[config.mk]
export PLATFORM = sky130hd
export DESIGN_NAME = adma_dm_axi_aw_flat
export DESIGN_NICKNAME = d
export VERILOG_FILES = /design/src/rtl/adma_dm_axi_aw_if.sv /design/src/rtl/adma_dm_axi_aw.sv /design/src/flat_wrapper.sv
export SDC_FILE = /design/constraint.sdc
export NUM_CORES = 1
export LEC_CHECK = 0
export CORE_MARGIN = 4
export CORE_UTILIZATION = 31
export CTS_CLUSTER_DIAMETER = 100
export DETAILED_ROUTE_END_ITERATION = 16
export GPL_TIMING_DRIVEN = 1
export PLACE_DENSITY_LB_ADDON = 0.25
export SYNTH_ARGS = -nofsm -noshare
export SYNTH_HDL_FRONTEND = slang
export SYNTH_SLANG_ARGS = --single-unit
[constraint.sdc]
create_clock -name clk -period 4.8 [get_ports clk]
set_input_delay 0.72 -clock clk [delete_from_list [all_inputs] [get_ports clk]]
set_output_delay 0.72 -clock clk [all_outputs]
set_load 0.1 [all_outputs]
[src/rtl/adma_dm_axi_aw_if.sv]
// AXI AW channel plus W-stage ATX info push, bundled for the DMA data-mover write path.
interface adma_dm_axi_aw_if #(
    parameter int unsigned ATX_ADDR_W = 32,
    parameter int unsigned ATX_LEN_W  = 8
);

    logic [ATX_ADDR_W-1:0] m_awaddr_o;
    logic [ATX_LEN_W-1:0]  m_awlen_o;
    logic [1:0]            m_awburst_o;
    logic [2:0]            m_awsize_o;
    logic                  m_awvalid_o;
    logic                  m_awready_i;
    logic [ATX_LEN_W-1:0]  atx_awlen;
    logic                  atx_vld;
    logic                  atx_rdy;

    // Burst issuer side
    modport master (
        output m_awaddr_o,
        output m_awlen_o,
        output m_awburst_o,
        output m_awsize_o,
        output m_awvalid_o,
        input  m_awready_i,
        output atx_awlen,
        output atx_vld,
        input  atx_rdy
    );

    // AXI slave / W-stage FIFO side
    modport slave (
        input  m_awaddr_o,
        input  m_awlen_o,
        input  m_awburst_o,
        input  m_awsize_o,
        input  m_awvalid_o,
        output m_awready_i,
        input  atx_awlen,
        input  atx_vld,
        output atx_rdy
    );

endinterface

[src/rtl/adma_dm_axi_aw.sv]
// AW-side burst issuer: splits one destination transfer into AXI INCR bursts bounded by
// the maximum burst length and the address boundary, issues each on AW and pushes its
// AWLEN to the W-stage ATX FIFO, then pulses xfer_done.
module adma_dm_axi_aw #(
    parameter int unsigned ATX_ADDR_W     = 32,
    parameter int unsigned ATX_LEN_W      = 8,
    parameter int unsigned ATX_DST_DATA_W = 256,
    parameter int unsigned ATX_XFER_W     = 16,
    parameter int unsigned ATX_BOUND      = 4096
) (
    input  logic                  clk,
    input  logic                  rst_n,
    input  logic [ATX_ADDR_W-1:0] xfer_addr,
    input  logic [ATX_XFER_W-1:0] xfer_beats,
    input  logic                  xfer_vld,
    output logic                  xfer_rdy,
    output logic                  xfer_done,
    output logic                  busy,
    adma_dm_axi_aw_if.master      bus
);

    localparam int unsigned BYTES     = ATX_DST_DATA_W / 8;
    localparam int unsigned SIZE_W    = $clog2(BYTES);
    localparam int unsigned MAX_BURST = 2 ** ATX_LEN_W;
    localparam int unsigned W_AX      = (ATX_ADDR_W > ATX_XFER_W) ? ATX_ADDR_W : ATX_XFER_W;
    localparam int unsigned CALC_W    = ((W_AX > ATX_LEN_W + 1) ? W_AX : ATX_LEN_W + 1) + 1;

    typedef enum logic [1:0] {
        IDLE  = 2'd0,
        CALC  = 2'd1,
        ISSUE = 2'd2
    } state_t;

    state_t                state_q, state_d;
    logic [ATX_ADDR_W-1:0] addr_q, addr_d;
    logic [ATX_XFER_W-1:0] rem_q, rem_d;
    logic [CALC_W-1:0]     burst_q, burst_d;
    logic [ATX_ADDR_W-1:0] awaddr_q, awaddr_d;
    logic [ATX_LEN_W-1:0]  awlen_q, awlen_d;
    logic                  awvalid_q, awvalid_d;
    logic                  atxvld_q, atxvld_d;
    logic                  done_q, done_d;

    logic [CALC_W-1:0]     room_c;
    logic [CALC_W-1:0]     burst_c;
    logic                  aw_ok_c;
    logic                  atx_ok_c;

    // Beats left before the boundary, capped by max burst length and remaining beats
    always_comb begin
        room_c  = (CALC_W'(ATX_BOUND) - (CALC_W'(addr_q) % CALC_W'(ATX_BOUND))) >> SIZE_W;
        burst_c = CALC_W'(rem_q);
        if (CALC_W'(MAX_BURST) < burst_c) begin
            burst_c = CALC_W'(MAX_BURST);
        end
        if (room_c < burst_c) begin
            burst_c = room_c;
        end
    end

    // Next-state and registered-output logic
    always_comb begin
        state_d   = state_q;
        addr_d    = addr_q;
        rem_d     = rem_q;
        burst_d   = burst_q;
        awaddr_d  = awaddr_q;
        awlen_d   = awlen_q;
        awvalid_d = awvalid_q;
        atxvld_d  = atxvld_q;
        done_d    = 1'b0;
        aw_ok_c   = !awvalid_q || bus.m_awready_i;
        atx_ok_c  = !atxvld_q || bus.atx_rdy;

        case (state_q)
            IDLE: begin
                if (xfer_vld) begin
                    addr_d = xfer_addr & ~ATX_ADDR_W'(BYTES - 1);
                    rem_d  = xfer_beats;
                    if (xfer_beats == '0) begin
                        done_d = 1'b1;
                    end else begin
                        state_d = CALC;
                    end
                end
            end

            CALC: begin
                burst_d   = burst_c;
                awaddr_d  = addr_q;
                awlen_d   = ATX_LEN_W'(burst_c - CALC_W'(1));
                awvalid_d = 1'b1;
                atxvld_d  = 1'b1;
                state_d   = ISSUE;
            end

            ISSUE: begin
                // AW and ATX retire independently; the burst completes once both have
                if (awvalid_q && bus.m_awready_i) begin
                    awvalid_d = 1'b0;
                end
                if (atxvld_q && bus.atx_rdy) begin
                    atxvld_d = 1'b0;
                end
                if (aw_ok_c && atx_ok_c) begin
                    addr_d = addr_q + ATX_ADDR_W'(burst_q << SIZE_W);
                    rem_d  = rem_q - ATX_XFER_W'(burst_q);
                    if (rem_q == ATX_XFER_W'(burst_q)) begin
                        done_d  = 1'b1;
                        state_d = IDLE;
                    end else begin
                        state_d = CALC;
                    end
                end
            end

            default: begin
                state_d = IDLE;
            end
        endcase
    end

    // State and output registers, synchronous active-low reset
    always_ff @(posedge clk) begin
        if (!rst_n) begin
            state_q   <= IDLE;
            addr_q    <= '0;
            rem_q     <= '0;
            burst_q   <= '0;
            awaddr_q  <= '0;
            awlen_q   <= '0;
            awvalid_q <= 1'b0;
            atxvld_q  <= 1'b0;
            done_q    <= 1'b0;
        end else begin
            state_q   <= state_d;
            addr_q    <= addr_d;
            rem_q     <= rem_d;
            burst_q   <= burst_d;
            awaddr_q  <= awaddr_d;
            awlen_q   <= awlen_d;
            awvalid_q <= awvalid_d;
            atxvld_q  <= atxvld_d;
            done_q    <= done_d;
        end
    end

    // Status decodes straight off the state register
    assign xfer_rdy  = (state_q == IDLE);
    assign busy      = (state_q != IDLE);
    assign xfer_done = done_q;

    // AW channel and ATX push, all from registers
    assign bus.m_awaddr_o  = awaddr_q;
    assign bus.m_awlen_o   = awlen_q;
    assign bus.m_awburst_o = 2'b01;
    assign bus.m_awsize_o  = 3'(SIZE_W);
    assign bus.m_awvalid_o = awvalid_q;
    assign bus.atx_awlen   = awlen_q;
    assign bus.atx_vld     = atxvld_q;

endmodule

[src/flat_wrapper.sv]
// flat-port wrapper written by rule: the top's interface ports become plain ports
module adma_dm_axi_aw_flat 
#(
    parameter int unsigned ATX_ADDR_W     = 32,
    parameter int unsigned ATX_LEN_W      = 8,
    parameter int unsigned ATX_DST_DATA_W = 256,
    parameter int unsigned ATX_XFER_W     = 16,
    parameter int unsigned ATX_BOUND      = 4096
)
  (clk, rst_n, xfer_addr, xfer_beats, xfer_vld, xfer_rdy, xfer_done, busy, bus_m_awaddr_o, bus_m_awlen_o, bus_m_awburst_o, bus_m_awsize_o, bus_m_awvalid_o, bus_m_awready_i, bus_atx_awlen, bus_atx_vld, bus_atx_rdy);
  adma_dm_axi_aw_if #(.ATX_ADDR_W(ATX_ADDR_W), .ATX_LEN_W(ATX_LEN_W)) bus_i ();
  input  logic clk;
  input  logic rst_n;
  input  logic [ATX_ADDR_W-1:0] xfer_addr;
  input  logic [ATX_XFER_W-1:0] xfer_beats;
  input  logic xfer_vld;
  output logic xfer_rdy;
  output logic xfer_done;
  output logic busy;
  output wire logic [$bits(bus_i.m_awaddr_o)-1:0] bus_m_awaddr_o;
  output wire logic [$bits(bus_i.m_awlen_o)-1:0] bus_m_awlen_o;
  output wire logic [$bits(bus_i.m_awburst_o)-1:0] bus_m_awburst_o;
  output wire logic [$bits(bus_i.m_awsize_o)-1:0] bus_m_awsize_o;
  output wire logic [$bits(bus_i.m_awvalid_o)-1:0] bus_m_awvalid_o;
  input wire logic [$bits(bus_i.m_awready_i)-1:0] bus_m_awready_i;
  output wire logic [$bits(bus_i.atx_awlen)-1:0] bus_atx_awlen;
  output wire logic [$bits(bus_i.atx_vld)-1:0] bus_atx_vld;
  input wire logic [$bits(bus_i.atx_rdy)-1:0] bus_atx_rdy;
  assign bus_m_awaddr_o = bus_i.m_awaddr_o;
  assign bus_m_awlen_o = bus_i.m_awlen_o;
  assign bus_m_awburst_o = bus_i.m_awburst_o;
  assign bus_m_awsize_o = bus_i.m_awsize_o;
  assign bus_m_awvalid_o = bus_i.m_awvalid_o;
  assign bus_i.m_awready_i = bus_m_awready_i;
  assign bus_atx_awlen = bus_i.atx_awlen;
  assign bus_atx_vld = bus_i.atx_vld;
  assign bus_i.atx_rdy = bus_atx_rdy;
  adma_dm_axi_aw #(.ATX_ADDR_W(ATX_ADDR_W), .ATX_LEN_W(ATX_LEN_W), .ATX_DST_DATA_W(ATX_DST_DATA_W), .ATX_XFER_W(ATX_XFER_W), .ATX_BOUND(ATX_BOUND)) u_core (.clk(clk), .rst_n(rst_n), .xfer_addr(xfer_addr), .xfer_beats(xfer_beats), .xfer_vld(xfer_vld), .xfer_rdy(xfer_rdy), .xfer_done(xfer_done), .busy(busy), .bus(bus_i));
endmodule
== Word-level counts from Yosys, hierarchy flattened ==
Cells that the tools add are included.

* Output and inout port bits: 58
* Word-level logic and storage cells: 61
* Flip-flop bits (word level): 120

* Multiplexer cells: 22
* Equal/unequal tests: 8
* Add/sub/neg operators: 4
* Reduce and logical (&&, ||, !) cells: 16
* Magnitude comparators: 2

{| class="wikitable"
|+ Operators by type and width
! cell !! number
|-
| two-way mux 32 bit || 2
|-
| one-hot mux 32 bit (2 select lines) || 1
|-
| two-way mux 16 bit || 3
|-
| adder 32 bit || 1
|-
| one-hot mux 16 bit (2 select lines) || 1
|-
| less-than comparator 28 x 16 -> 1 bit || 1
|-
| two-way mux 27 bit || 1
|-
| equality test 16 bit || 1
|-
| zero test 16 bit || 1
|-
| less-than comparator 9 x 16 -> 1 bit (first input constant) || 1
|-
| subtractor 16 bit || 1
|-
| subtractor 13 x 12 -> 14 bit (first input constant) || 1
|-
| subtractor 8 x 1 -> 8 bit (second input constant) || 1
|-
| two-way mux 1 bit || 7
|-
| two-way mux 2 bit || 3
|-
| != test 2 x 1 -> 1 bit (second input constant) || 3
|-
| one-hot mux 1 bit (2 select lines) || 3
|-
| one-hot mux 2 bit (3 select lines) || 1
|-
| AND reduction 3 bit || 2
|-
| nonzero test 2 bit || 3
|-
| != test 2 bit (second input constant) || 2
|-
| AND reduction 2 bit || 2
|-
| logical AND 1 bit || 3
|-
| equality test 2 x 1 -> 1 bit (second input constant) || 1
|-
| 4 further kinds || 6
|}

== Logic depth before layout (Yosys ltp) ==
* Word-level depth: 5
* Depth in mapped cells: 19
* Mapped depth without buffers: 17

== Least setup slack after synthesis ==
OpenSTA, ideal clock, no wires.

* Path type: reg2reg
* Start: register u_core.addr_q[7]
* End: register u_core.awlen_q[6], in the netlist u_core.bus.atx_awlen[6]
* Setup slack: 0.863 ns
* Arrival time: 3.846 ns
* Clock period less this slack: 3.937 ns
* Setup time: 0.091 ns
* Path buffers: 1
* Stages on the path, launching flop included: 15
* Path through: dfxtp_1 or4_1 nor2_1 xor2_1 inv_1 ha_1 nand4_1 or3_4 o32ai_4 buf_6 mux2_2 ha_1 and3_2 or3_1 a311oi_1

* Cells in the longest elaborated chain, start to end: 4

{| class="wikitable"
|+ RTL lines
! element !! RTL line !! RTL
|-
| start, declared || adma_dm_axi_aw.sv:35 || <nowiki>logic [ATX_ADDR_W-1:0] addr_q, addr_d;</nowiki>
|-
| start signal, assigned || adma_dm_axi_aw.sv:137 || <nowiki>addr_q <= addr_d;</nowiki>
|-
| subtractor 13 x 12 -> 14 bit * || adma_dm_axi_aw.sv:51 || <nowiki>room_c = (CALC_W'(ATX_BOUND) - (CALC_W'(addr_q) % CALC_W'(ATX_BOUND))) >> SIZE_W;</nowiki>
|-
| less-than comparator 28 x 16 -> 1 bit || adma_dm_axi_aw.sv:56 || <nowiki>if (room_c < burst_c) begin</nowiki>
|-
| two-way mux 27 bit * || adma_dm_axi_aw.sv:56 ||
|-
| subtractor 8 x 1 -> 8 bit * || adma_dm_axi_aw.sv:91 || <nowiki>awlen_d = ATX_LEN_W'(burst_c - CALC_W'(1));</nowiki>
|-
| end signal, assigned || adma_dm_axi_aw.sv:141 || <nowiki>awlen_q <= awlen_d;</nowiki>
|-
| end, declared || adma_dm_axi_aw.sv:39 || <nowiki>logic [ATX_LEN_W-1:0] awlen_q, awlen_d;</nowiki>
|}

Every way passes the cells marked *; elsewhere a longest branch is shown, timed or not.
A chain may end at the register's enable or synchronous reset.

== Worst setup path after layout ==
Same ends and word-level chain as after synthesis.

==> flow_results.org <==
** Status
- Outcome :: finished clean

** Worst setup path
- STA puts the critical path data arrival time at 4.32 ns.
- Kind of capture point of the worst setup path :: flip-flop
- Crit Path Category :: reg -> reg
- Maximum net fanout on the critical path :: 17
- STA classifies the critical path startpoint as a flip-flop.
- Data on the critical path is required at its endpoint by 5.07 ns.

** Clock tree
- Root Driver :: sky130_fd_sc_hd__clkbuf_16
- Clock insertion delay at the later pin of the skew report :: 0.36 ns
- TritonCTS built the clock tree.
- Number of sinks handled by clock tree synthesis :: 99
- Buffer depth of the longest clock path :: 2
- Clock transition at the register clock pins on the worst setup and hold paths after CTS :: ~0.07 ns
- The number of gates resized after CTS was 0.
- Post-CTS setup repair buffer count :: 0
- Quantity of hold-fixing buffers added after cts :: 0
- CTS H-tree depth :: 3
- Total clock buffers created by CTS :: 9

** Drt
- For this run, design rule violations remaining after detail routing come to 0.
- Per-cell via count in the routed design :: 5.25
- Detailed-router iteration count before antenna repair :: 5
- Count of routing violations after the opening detailed-route iteration :: 361
- The routed design has ~19000 um of wire.
- Total number of vias :: 6095
- Dividing the detail-routed wire length by the instance count gives around 17 um.
- Number of nets with antenna violations after detailed routing :: 0

** Die
- Die span in y :: 151 um
- Standard-cell rows :: 52
- Die footprint :: 22800 um2
- Standard cell core area :: between 20000 and 25000 um2
- The floorplan step set the die width to 151 um.
- In this run the count of I/O pins placed on the die edge is 111.
- The initial utilization of the core area, before any placement, comes to 31.4%.

** Synth
- Biggest area consumer among synthesized cells :: sky130_fd_sc_hd__dfxtp_1
- Mapped Cells :: 824
- Proportion of register bits with asynchronous set or reset after synthesis :: 0%
- Yosys instantiated no cell more often than sky130_fd_sc_hd__nand2_1.
- Syn Area/Cell :: 7.68 um2
- Counting flops and latches in the post-synthesis netlist gives 99.
- Counting flops with a built-in enable in the synthesized netlist gives 0.
- In this run the cell area of the synthesized design comes to 6330 um2.
- Top cell types by occurrence after synthesis :: sky130_fd_sc_hd__nand2_1, sky130_fd_sc_hd__dfxtp_1, sky130_fd_sc_hd__a21oi_1, sky130_fd_sc_hd__nor2_1, sky130_fd_sc_hd__o21ai_0
- In the synthesized netlist the dominant register cell turns out to be sky130_fd_sc_hd__dfxtp_1.
- For this run, the register share of the synthesized area comes to ~31%.
- Synth top area share :: 31.3%
- The Yosys step of the flow raised 0 warnings.
- By area the synthesized netlist is led by sky130_fd_sc_hd__dfxtp_1, sky130_fd_sc_hd__ha_1, sky130_fd_sc_hd__nand2_1, sky130_fd_sc_hd__a21oi_1, sky130_fd_sc_hd__o21ai_0.
- Post-synth cell types :: 65

** STA
- Setup violations remaining at the end of the flow were counted as 0.
- Worst Clk Skew :: 0.00792 ns
- In this run the tightest slew margin relative to its limit is 32.7%.
- Number of hold-slack violations in the final timing report :: 0
- Final max-slew violation count :: 0
- Unrepaired setup endpoints after global routing :: false
- Post-route fraction of the period consumed by the critical path :: 84.5%
- For the final routed database, the setup TNS stands at 0 ns.
- For the pin with the worst max-slew slack, the measured transition is 1.01 ns.
- Static timing analysis puts the maximum clock frequency at roughly 0.25 GHz.
- The smallest clock period supported by the final layout is computed as between 4 and 5 ns.

** Finish
- NumNets Final :: 983
- The area growth from synthesis to layout is 22.2%.
- Cells with a size suffix above 1 make up about 5.5% of the layout.
- Utilization after layout :: 38.4%
- The finished layout holds 1162 standard cells, fillers aside.
- Ant diodes :: 0

** Placed design
- Weighted congestion reported at the end of routability-driven placement :: 0.872
- Placed Cells incl. Taps :: 1146
- Detail Placement HPWL :: 14100 um
- Number of input and output port buffers inserted :: 95

** GRT
- Entering global routing, the biggest net connects 33 pins.
- Global routing used about 17% of the available tracks.
- The via count of the first global-routing pass is 5710.
- Global-route wire length before repair :: 30500 um
- The total overflow left after global routing is 0.
- Antenna violations before repair :: 0

** Power and ir drop
- For this design the static power due to leakage is around 2.9 nW.
- VDD sags by at most 0.188 mV.
- Ratio of total power to cell area :: 365 nW/um2

** Flow run
- Number of violations of the max-capacitance limit :: 0

** Worst hold path
- The path class of the tightest hold or removal check is reg -> reg.
[power breakdown]
| group | switching, W | internal, W | leakage (nW) | total, W |
|---|---|---|---|---|
| Sequential | 0.0000795 | 0.000887 | 0.810 | 0.000967 |
| Clock | 0.000341 | 0.000418 | 0.137 | 0.000759 |
| Combinational | 0.000712 | 0.000390 | 1.91 | 0.00110 |
| Total | 0.00113 | 0.00169 | 2.85 | 0.00283 |
[sequential cells by signal (all words and copies together), names as in the netlist]
signal	count
u_core.bus.atx_awlen	8
u_core.addr_q	27
u_core.burst_q	16
u_core.xfer_done	1
u_core.bus.m_awaddr_o	27
u_core.bus.m_awvalid_o	1
u_core.bus.atx_vld	1
u_core.rem_q	16
u_core.state_q	2
[per-stage QoR]
| stage | hold WS, ns | worst slack (ns) | instance area, um2 | power [W] |
|---|---|---|---|---|
| 4_1_cts | 0.458 | 0.732 | 7740 | 0.00285 |
| 3_5_place_dp | 0.448 | 0.750 | 7440 | 0.00208 |
| 5_1_grt | 0.471 | 0.392 | 7740 | 0.00298 |
| 6_report | 0.456 | 0.744 | 7740 | 0.00283 |
| 2_1_floorplan | 0.440 | 0.863 | 6360 | 0.00182 |
| 3_3_place_gp | 0.445 | 0.798 | 7440 | 0.00207 |
[cells by family (layout without fill, tap and decap cells)]
logic type                 count (synthesis)  after routing  synth area share (%)
buffers and inverters                    107            167                  7.67
xor gates and xnor gates                  22             22                  3.04
muxes                                     13             13                  2.17
other                                      2             10                 0.119
AOI/OAI and AO/OA                        241            241                  24.9
DFF                                       99             99                  31.3
adders and majority gates                 43             43                  8.73
and+or+nand+nor                          297            297                  22.1
[cell type report]
type,instances,area [um2]
Fill cell,2167,12400
Multi-Input combinational cell,626,3910
Sequential cell,99,1980
Timing Repair Buffer,108,1050
Tap cell,270,338
Clock buffer,10,239
Inverter,43,161
Clock inverter,6,65.1
[per-layer routing]
| metal | wire length [um] | vias to the layer above | GRT usage (%) | part of all wire, % |
|---|---|---|---|---|
| met1 | 9130 | 2856 | 23.2 | 48 |
| met3 | 947 | 15 | 3.56 | 4.9 |
| met4 | 198 | 0 | 3.67 | 1.0 |
| li1 | - | 3075 | - | - |
| met5 | 0 | - | 0 | 0 |
| met2 | 8910 | 149 | 27.2 | 46 |
[layout by cell type (no fill, tap or decap), types with 5 or more instances in the layout]
master,Yosys,routed
sky130_fd_sc_hd__nand2_1,115,115
sky130_fd_sc_hd__nand3_1,26,26
sky130_fd_sc_hd__ha_1,41,41
sky130_fd_sc_hd__clkbuf_16,0,9
sky130_fd_sc_hd__o211ai_1,8,8
sky130_fd_sc_hd__or2_2,5,5
sky130_fd_sc_hd__conb_1,2,10
sky130_fd_sc_hd__inv_1,43,42
sky130_fd_sc_hd__nor4_1,9,9
sky130_fd_sc_hd__or4_1,6,6
sky130_fd_sc_hd__nor3_1,26,26
sky130_fd_sc_hd__and3_1,8,8
sky130_fd_sc_hd__a31oi_1,11,11
sky130_fd_sc_hd__o21ai_0,44,44
sky130_fd_sc_hd__clkdlybuf4s50_1,0,95
sky130_fd_sc_hd__xor2_1,8,8
sky130_fd_sc_hd__xnor2_1,14,14
sky130_fd_sc_hd__dfxtp_1,99,99
sky130_fd_sc_hd__nand2b_1,8,8
sky130_fd_sc_hd__a21oi_1,78,77
sky130_fd_sc_hd__and2_1,7,7
sky130_fd_sc_hd__nor2_1,58,58
sky130_fd_sc_hd__o221ai_1,12,12
sky130_fd_sc_hd__or3_1,7,7
sky130_fd_sc_hd__a311oi_1,8,8
sky130_fd_sc_hd__o31ai_1,5,5
sky130_fd_sc_hd__a21o_1,12,12
sky130_fd_sc_hd__mux2i_1,7,7
sky130_fd_sc_hd__nand4_1,5,5
sky130_fd_sc_hd__mux2_2,6,6
sky130_fd_sc_hd__a211oi_1,27,27
sky130_fd_sc_hd__buf_4,18,13
[path summary, 6_finish.rpt]
kind         slack [ns]                                  start  depth (start not counted)                               endpoint
max                0.74          u_core.addr_q[7]$_SDFFE_PN0P_                         16   u_core.bus.atx_awlen[6]$_SDFFE_PN0P_
min                0.46  u_core.bus.m_awaddr_o[5]$_SDFFE_PN0P_                          2  u_core.bus.m_awaddr_o[5]$_SDFFE_PN0P_
min reg2reg        0.46  u_core.bus.m_awaddr_o[5]$_SDFFE_PN0P_                          2  u_core.bus.m_awaddr_o[5]$_SDFFE_PN0P_
max reg2reg        0.74          u_core.addr_q[7]$_SDFFE_PN0P_                         16   u_core.bus.atx_awlen[6]$_SDFFE_PN0P_
[worst max-delay path, cell delays in order (launching register included)]
cell                       delay [ns]
sky130_fd_sc_hd__dfxtp_1         0.40
sky130_fd_sc_hd__or4_1           0.58
sky130_fd_sc_hd__nor2_1          0.13
sky130_fd_sc_hd__xor2_1          0.29
sky130_fd_sc_hd__inv_1           0.08
sky130_fd_sc_hd__ha_1            0.31
sky130_fd_sc_hd__nand4_1         0.10
sky130_fd_sc_hd__or3_4           0.34
sky130_fd_sc_hd__o32ai_4         0.23
sky130_fd_sc_hd__buf_4           0.27
sky130_fd_sc_hd__nor2_1          0.06
sky130_fd_sc_hd__a31oi_1         0.22
sky130_fd_sc_hd__ha_1            0.32
sky130_fd_sc_hd__nand4_1         0.14
sky130_fd_sc_hd__nor2_1          0.14
sky130_fd_sc_hd__o21ai_0         0.10
sky130_fd_sc_hd__a311oi_1        0.24
No activity file was read; power rests on OpenSTA's default activity.
